File: src/rtl/hex_scan_display.sv
// Four-digit multiplexed hex display driver: prescaled digit scan, frame-synchronous
// double-buffered digit update, leading-zero blanking and per-digit blinking.
module hex_scan_display #(
  parameter int unsigned DIV   = 50000,
  parameter int unsigned BLINK = 64
) (
  input  logic       clk,
  input  logic       reset,
  input  logic [3:0] d0,
  input  logic [3:0] d1,
  input  logic [3:0] d2,
  input  logic [3:0] d3,
  input  logic       load,
  input  logic       lz_blank,
  input  logic [3:0] blink_mask,
  output logic [6:0] seg,
  output logic [3:0] an,
  output logic       frame,
  output logic       pending
);

  localparam int unsigned PW = (DIV > 1) ? $clog2(DIV) : 1;
  localparam int unsigned BW = (BLINK > 1) ? $clog2(BLINK) : 1;

  logic [PW-1:0] presc_q, presc_d;
  logic [1:0]    sel_q, sel_d;
  logic [15:0]   stage_q, stage_d;
  logic [15:0]   disp_q, disp_d;
  logic          pending_q, pending_d;
  logic          phase_q, phase_d;
  logic [BW-1:0] bcnt_q, bcnt_d;
  logic          frame_q, frame_d;
  logic [6:0]    seg_q, seg_d;
  logic [3:0]    an_q, an_d;

  logic          tick_c;
  logic          boundary_c;
  logic [3:0]    digit_c;
  logic [3:0]    lz_c;
  logic          blank_c;
  logic [6:0]    dec_c;

  // Scan timing, staging/display transfer and blink phase
  always_comb begin
    tick_c     = (presc_q == PW'(DIV - 1));
    boundary_c = tick_c && (sel_q == 2'd3);
    presc_d    = tick_c ? '0 : presc_q + PW'(1);
    sel_d      = tick_c ? sel_q + 2'd1 : sel_q;
    stage_d    = stage_q;
    disp_d     = disp_q;
    pending_d  = pending_q;
    phase_d    = phase_q;
    bcnt_d     = bcnt_q;
    frame_d    = boundary_c;
    // Transfer before capture so a coincident load stays pending for the next frame
    if (boundary_c && pending_q) begin
      disp_d    = stage_q;
      pending_d = 1'b0;
    end
    if (load) begin
      stage_d   = {d3, d2, d1, d0};
      pending_d = 1'b1;
    end
    if (boundary_c) begin
      if (bcnt_q == BW'(BLINK - 1)) begin
        bcnt_d  = '0;
        phase_d = ~phase_q;
      end else begin
        bcnt_d = bcnt_q + BW'(1);
      end
    end
  end

  // Segment/anode value for the currently selected digit
  always_comb begin
    case (sel_q)
      2'd0:    digit_c = disp_q[3:0];
      2'd1:    digit_c = disp_q[7:4];
      2'd2:    digit_c = disp_q[11:8];
      default: digit_c = disp_q[15:12];
    endcase
    lz_c[3] = (disp_q[15:12] == 4'h0);
    lz_c[2] = lz_c[3] && (disp_q[11:8] == 4'h0);
    lz_c[1] = lz_c[2] && (disp_q[7:4] == 4'h0);
    lz_c[0] = 1'b0;
    blank_c = (lz_blank && lz_c[sel_q]) || (phase_q && blink_mask[sel_q]);
    case (digit_c)
      4'h0:    dec_c = 7'h40;
      4'h1:    dec_c = 7'h79;
      4'h2:    dec_c = 7'h24;
      4'h3:    dec_c = 7'h30;
      4'h4:    dec_c = 7'h19;
      4'h5:    dec_c = 7'h12;
      4'h6:    dec_c = 7'h02;
      4'h7:    dec_c = 7'h78;
      4'h8:    dec_c = 7'h00;
      4'h9:    dec_c = 7'h10;
      4'hA:    dec_c = 7'h08;
      4'hB:    dec_c = 7'h03;
      4'hC:    dec_c = 7'h46;
      4'hD:    dec_c = 7'h21;
      4'hE:    dec_c = 7'h06;
      default: dec_c = 7'h0E;
    endcase
    an_d  = blank_c ? 4'hF : ~(4'b0001 << sel_q);
    seg_d = blank_c ? 7'h7F : dec_c;
  end

  // State and output registers with synchronous active-low reset
  always_ff @(posedge clk) begin
    if (!reset) begin
      presc_q   <= '0;
      sel_q     <= 2'd0;
      stage_q   <= 16'h0000;
      disp_q    <= 16'h0000;
      pending_q <= 1'b0;
      phase_q   <= 1'b0;
      bcnt_q    <= '0;
      frame_q   <= 1'b0;
      seg_q     <= 7'h7F;
      an_q      <= 4'hF;
    end else begin
      presc_q   <= presc_d;
      sel_q     <= sel_d;
      stage_q   <= stage_d;
      disp_q    <= disp_d;
      pending_q <= pending_d;
      phase_q   <= phase_d;
      bcnt_q    <= bcnt_d;
      frame_q   <= frame_d;
      seg_q     <= seg_d;
      an_q      <= an_d;
    end
  end

  assign seg     = seg_q;
  assign an      = an_q;
  assign frame   = frame_q;
  assign pending = pending_q;

endmodule
File: config.mk
export PLATFORM = sky130hd
export DESIGN_NAME = hex_scan_display
export DESIGN_NICKNAME = d
export VERILOG_FILES = /design/src/rtl/hex_scan_display.sv
export SDC_FILE = /design/constraint.sdc
export NUM_CORES = 1
export LEC_CHECK = 0
export ABC_AREA = 0
export BUFFER_PORTS_ARGS = -buffer_cell sky130_fd_sc_hd__clkbuf_2
export CORE_ASPECT_RATIO = 0.9
export CORE_MARGIN = 2
export CORE_UTILIZATION = 30
export DETAILED_ROUTE_END_ITERATION = 10
export REMOVE_ABC_BUFFERS = 1
export SETUP_SLACK_MARGIN = 0.3
export SLEW_MARGIN = 20
export SYNTH_ARGS = -nofsm -noshare
export SYNTH_HDL_FRONTEND = slang
export SYNTH_SLANG_ARGS = --single-unit
File: constraint.sdc
create_clock -name clk -period 2.85 [get_ports clk]
set_clock_uncertainty 0.15 [all_clocks]
set_input_delay 0.285 -clock clk [delete_from_list [all_inputs] [get_ports clk]]
set_output_delay 0.285 -clock clk [all_outputs]
set_load 0.005 [all_outputs]
After elaboration in Yosys (flattened, before gate mapping)
Memories as Yosys holds them, arrays and structs flattened. A register that Yosys moved wholly into a read port is not among the register bits.
Cells that the tools add are included.
- bits in registers: 63
- bits in read-only memories: 112
- bits of input ports: 24
- output and inout bits: 13
- logic and storage cells: 46
- memories kept: 1
- memories (name ; words ; width ; read ports ; clocked after memory_dff ; write ports ; RTL line ; source):
    (no name shown) ; 16 ; 7 ; 1 ; 1 ; 0 ; 87 ; case (digit_c)
- add/subtract/negate cells: 3
- magnitude comparators: 1
- eq/ne operators: 5
- shift operators: 1
- multiplexer cells: 8
- bitwise logic cells: 3
- reduce and logical (&&, ||, !) cells: 15
- operators with widths (kind ; number):
    $add A16 B1 Y16 const B ; 1
    $eq A16 B16 Y1 const B ; 1
    $logic_not A4 Y1 ; 3
    $pmux W4 S3 ; 1
    $add A6 B1 Y6 const B ; 1
    $eq A6 B6 Y1 const B ; 1
    $logic_and A1 B1 Y1 ; 6
    $mux W6 ; 1
    $bmux W1 S2 ; 2
    $eq A2 B2 Y1 const B ; 2
    $mux W1 ; 4
    $not A4 Y4 ; 1
    $reduce_or A2 Y1 ; 2
    $shl A1 B2 Y4 const A ; 1
    $lt A2 B3 Y1 const B ; 1
    $add A2 B1 Y2 const B ; 1
    $eq A2 B1 Y1 const B ; 1
    $logic_not A2 Y1 ; 1
    $not A1 Y1 ; 2
    $reduce_and A2 Y1 ; 1
    $reduce_bool A2 Y1 ; 1
    $logic_or A1 B1 Y1 ; 1

Depth between registers and ports, before layout
- depth in word-level cells: 8
- gate-level depth with buffers: 10
- gate-level depth less buffers: 10

Least setup slack after synthesis
OpenSTA, ideal clock, no wires.
- path kind: register to register
- from: register sel_q[0]
- to: register seg_q[5] (netlist: seg[5])
- setup time: 0.141 ns
- arrival: 2.082 ns
- required time: 2.559 ns
- slack: 0.477 ns
- cell stages (with the launch flop): 11
- buffers on the path: 0
- clock period less this slack: 2.373 ns
- cells stage by stage: dfxtp_1 -> inv_1 -> ha_1 -> a222oi_1 -> nand2_1 -> o21ai_0 -> inv_1 -> ha_1 -> mux2_2 -> nand2_1 -> o211ai_1
- cells in the longest elaborated chain, start to end: 5
- elaborated cells between the ends (all ways): 12
- those cells by class: eq/ne (2); mux (5); reduce/logical (5)
- RTL lines (element ; RTL line ; source):
    start: declaration ; 26 ; logic [1:0] sel_q, sel_d;
    start signal: assignment ; 124 ; sel_q <= sel_d;
    $bmux W1 S2 ; 86 ; blank_c = (lz_blank && lz_c[sel_q]) || (phase_q && blink_mask[sel_q]);
    $mux W1 (implied by the code) ; 86 ;
    $logic_and A1 B1 Y1 ; 86 ;
    $logic_or A1 B1 Y1 ; 86 ;
    $reduce_or A2 Y1 (no line) ; -- ;
    end: declaration ; 33 ; logic [6:0] seg_q, seg_d;
Several ways; a longest one is shown, not always the timed one. The select of a mux whose other input is x is not followed.
A chain may end at the register's enable or synchronous reset.

Worst setup path after layout
- from: register sel_q[1]
- to: register seg_q[3] (netlist: seg[3])
Same word-level chain as after synthesis.

==> reports/qor.yml <==
sta:
  rsz0062_at_grt: "no"
  setup_viol_count_final: 0
  max_clock_freq_mhz: 423
  min_period_ns: 2.36
  worst-slew-pin-transition_ns: 0.831
  finalMaxSlewViolations: 0
  finalHoldViolations: 0
  fin_crit_sh_pct: 82.9
  setup_tns_ns: 0
  relSlewSlack_pct: 44.6
synthesis:
  syn_avg_cell_area_um2: 9.52
  ys_types: 42
  yosys_warnings: 0
  netlist_area_um2: 2990
  synth_flop_cell: "dfxtp_1"
  synth_edf_count: 0
  synth_cells: 314
  async_flop_share_pct: 0
  ys_ff_latch: 70
  yosysSeqAreaShare_pct: 46.9
setup_path:
  path_buf_inv: 1
  cp.depth: 8
  rr_startpoint: "sel_q[1]"
  slowest_delay_ns: 0.39
  crit_end: "seg[3]"
  critPathTopFamily: "compound AO/OA/AOI/OAI gates"
  worst_ep_arrival_time_ns: 2.44
  worstPathRequired_ns: 2.93
  reg2reg_depth: 8
  path_class: "reg -> reg"
  reg2reg_slack_ns: 0.49
  worstSetupStartpoint: "sel_q[1]"
  cpMaxStageDelayCell: "dfxtp_2"
  startpoint_type: "flop"
  path_cells: "inv_1 > ha_1 > a222oi_1 > a21oi_1 > ha_1 > or2_2 > a21oi_1 > o21ai_0"
  cp_max_fo: 7
  timing.rr.end: "seg[3]"
  cp-end-kind: "flop"
global_routing:
  grt_util_met2_pct: 17.5
  grt-ovfl-total: 0
  grt_max_degree: 27
  use_met3_pct: 2.71
  gr-usage-met1_pct: 17.0
  antenna_found_initial: 0
  grt_pass1_vias: 2129
  grt_usage_pct: 12.1
  busiest_layer: "met2"
  grt_first_pass_wirelength_um: 10200
clocking:
  cts_tree: "yes"
  clk_latency_ns: 0.34
  tritoncts.num_buffers: 9
  clk_pin_slew_ns: 0.08
  post_cts_buffers: 0
  htree_levels: 3
  cts_hold_buf: 0
  cts_sinks: 70
  clk_path_buf_depth: 2
  root_buffer: "clkbuf_8"
hold_path:
  hp-class: "in -> reg"
  worstHoldPathCells: 3
cells_and_area:
  final_core_util_pct: 36.3
  areaGrowthSynthToFinish_pct: 17.7
  regArea_um2: 1410
  fillers: 986
  drive_above_1_share_pct: 19.1
  layout.nets: 387
  multi_input_area_um2: 1490
  antenna_cells: 0
drt:
  first_pass_iters: 7
  drt-total-wl_um: 6130
  detail_route.wl_per_cell_um: 12.7
  drtIter0Drc: 135
  via_count: 2292
  via_per_inst: 4.76
  ant_nets: 0
  drc: 0
floorplan:
  die_area_um2: 10800
  coreArea_um2: 9700
  start_util_pct: 30.8
  die_h_um: 98.7
  io_pins: 37
  die_x_um: 109
  rows: 34
placed_design:
  io_buffers: 36
  gp_congestion: 0.821
  hpwl_um: 4290
run:
  maxCapViolCount: 0
power_and_ir_drop:
  powerDensity_nw_per_um2: 562
  peakVddDrop_mv: 0.245
  p_leak_nw: 1.51
status:
  status: "finished clean"
-- worst reg2reg max path, stage by stage (launching register included) --
cell	delay, ns
dfxtp_2	0.39
inv_1	0.08
ha_1	0.25
a222oi_1	0.36
a21oi_1	0.21
ha_1	0.29
or2_2	0.31
a21oi_1	0.13
o21ai_0	0.08
-- through the flow --
stage               setup slack, ns  hold slack, ns  total power, mW  cell area, um^2  cells
detailed placement            0.205           0.288             1.12             3290    466
global placement              0.331           0.273             1.12             3290    466
CTS                           0.361          0.0137             2.01             3510    482
global route                  0.333          0.0215             2.06             3520    482
floorplan                     0.440           0.252             1.07             2930    301
finish                        0.488          0.0276             1.98             3520    482
-- layout by cell type, fill, tap and decap left out, types with 4 or more instances in the layout --
cell type / n
dfxtp_1: 68
nand4_1: 4
clkbuf_2: 36
ha_1: 12
inv_1: 9
clkbuf_8: 9
mux2i_1: 34
nor2_1: 54
a222oi_1: 4
a21oi_1: 15
o21ai_0: 6
nand3_1: 11
nand2_1: 20
xor2_1: 8
xnor2_1: 6
-- where the power goes --
part	total (mW)	switching (mW)	internal [mW]
clock	0.885	0.386	0.499
sequential	1.01	0.0131	1.00
combinational	0.0822	0.0440	0.0383
-- cell type report --
type,instances,area share (%)
inverters,11,1.17
well taps,126,4.48
flip-flops and latches,70,39.9
clock buffers,10,3.62
clock inverters,6,2.63
multi-input cells,220,42.4
repair buffers,39,5.76
-- registers in the layout (all words and copies together) (netlist names) --
name,count
disp_q,16
presc_q,16
stage_q,16
seg,7
bcnt_q,6
an,4
sel_q,2
frame,1
pending,1
phase_q,1
-- cells by family after synthesis --
group / count (synthesis) / synth area share, %
AND/OR/NAND/NOR: 119 / 19.4
flip-flops: 70 / 46.9
multiplexers: 39 / 13.6
AO/OA/AOI/OAI: 36 / 7.53
buffers and inverters: 24 / 3.47
XOR/XNOR: 14 / 4.10
adder cells (fa/ha/maj): 12 / 5.02
-- cell usage after synthesis, types with 2 or more instances --
library cell / count / area share, %
dfxtp_1: 70 / 47
nor2_1: 54 / 6.8
mux2i_1: 35 / 12
nand2_1: 20 / 2.5
a21oi_1: 15 / 2.5
ha_1: 12 / 5.0
nand3_1: 11 / 1.8
inv_1: 10 / 1.3
clkbuf_1: 9 / 1.1
xor2_1: 8 / 2.3
o21ai_0: 7 / 1.2
xnor2_1: 6 / 1.8
a222oi_1: 4 / 1.3
nand4_1: 4 / 0.84
and4_1: 3 / 0.88
mux2_2: 3 / 1.1
nor3b_1: 3 / 0.75
nor4_1: 3 / 0.63
o211ai_1: 3 / 0.75
o31ai_1: 3 / 0.75
or3_1: 3 / 0.63
or4_1: 3 / 0.75
and3_1: 2 / 0.42
buf_2: 2 / 0.33
nor2b_1: 2 / 0.42
nor3_1: 2 / 0.33
or2_2: 2 / 0.42
-- worst min-delay path by stage --
stage / end / slack, ns / startpoint
6_report: stage_q[14] / 0.03 / d3[2]
2_1_floorplan: pending / 0.25 / load
3_3_place_gp: presc_q[0] / 0.27 / presc_q[0]
3_5_place_dp: presc_q[0] / 0.29 / presc_q[0]
5_1_grt: stage_q[14] / 0.02 / d3[2]
4_1_cts: stage_q[2] / 0.01 / d0[2]
-- per-layer routing --
metal,vias up,share of wire (%)
met5,-,0
met4,0,2.4
met3,13,4.6
met2,61,42
met1,1048,51
li1,1170,-
-- repair_timing --
item	4_1_cts	5_1_grt
hold endpoints to repair	0	0
endpoints found under the setup margin	3	4
pin swaps	0	1
resized for setup	3	4
gates cloned	0	0
(Power assumes the default switching activity.)
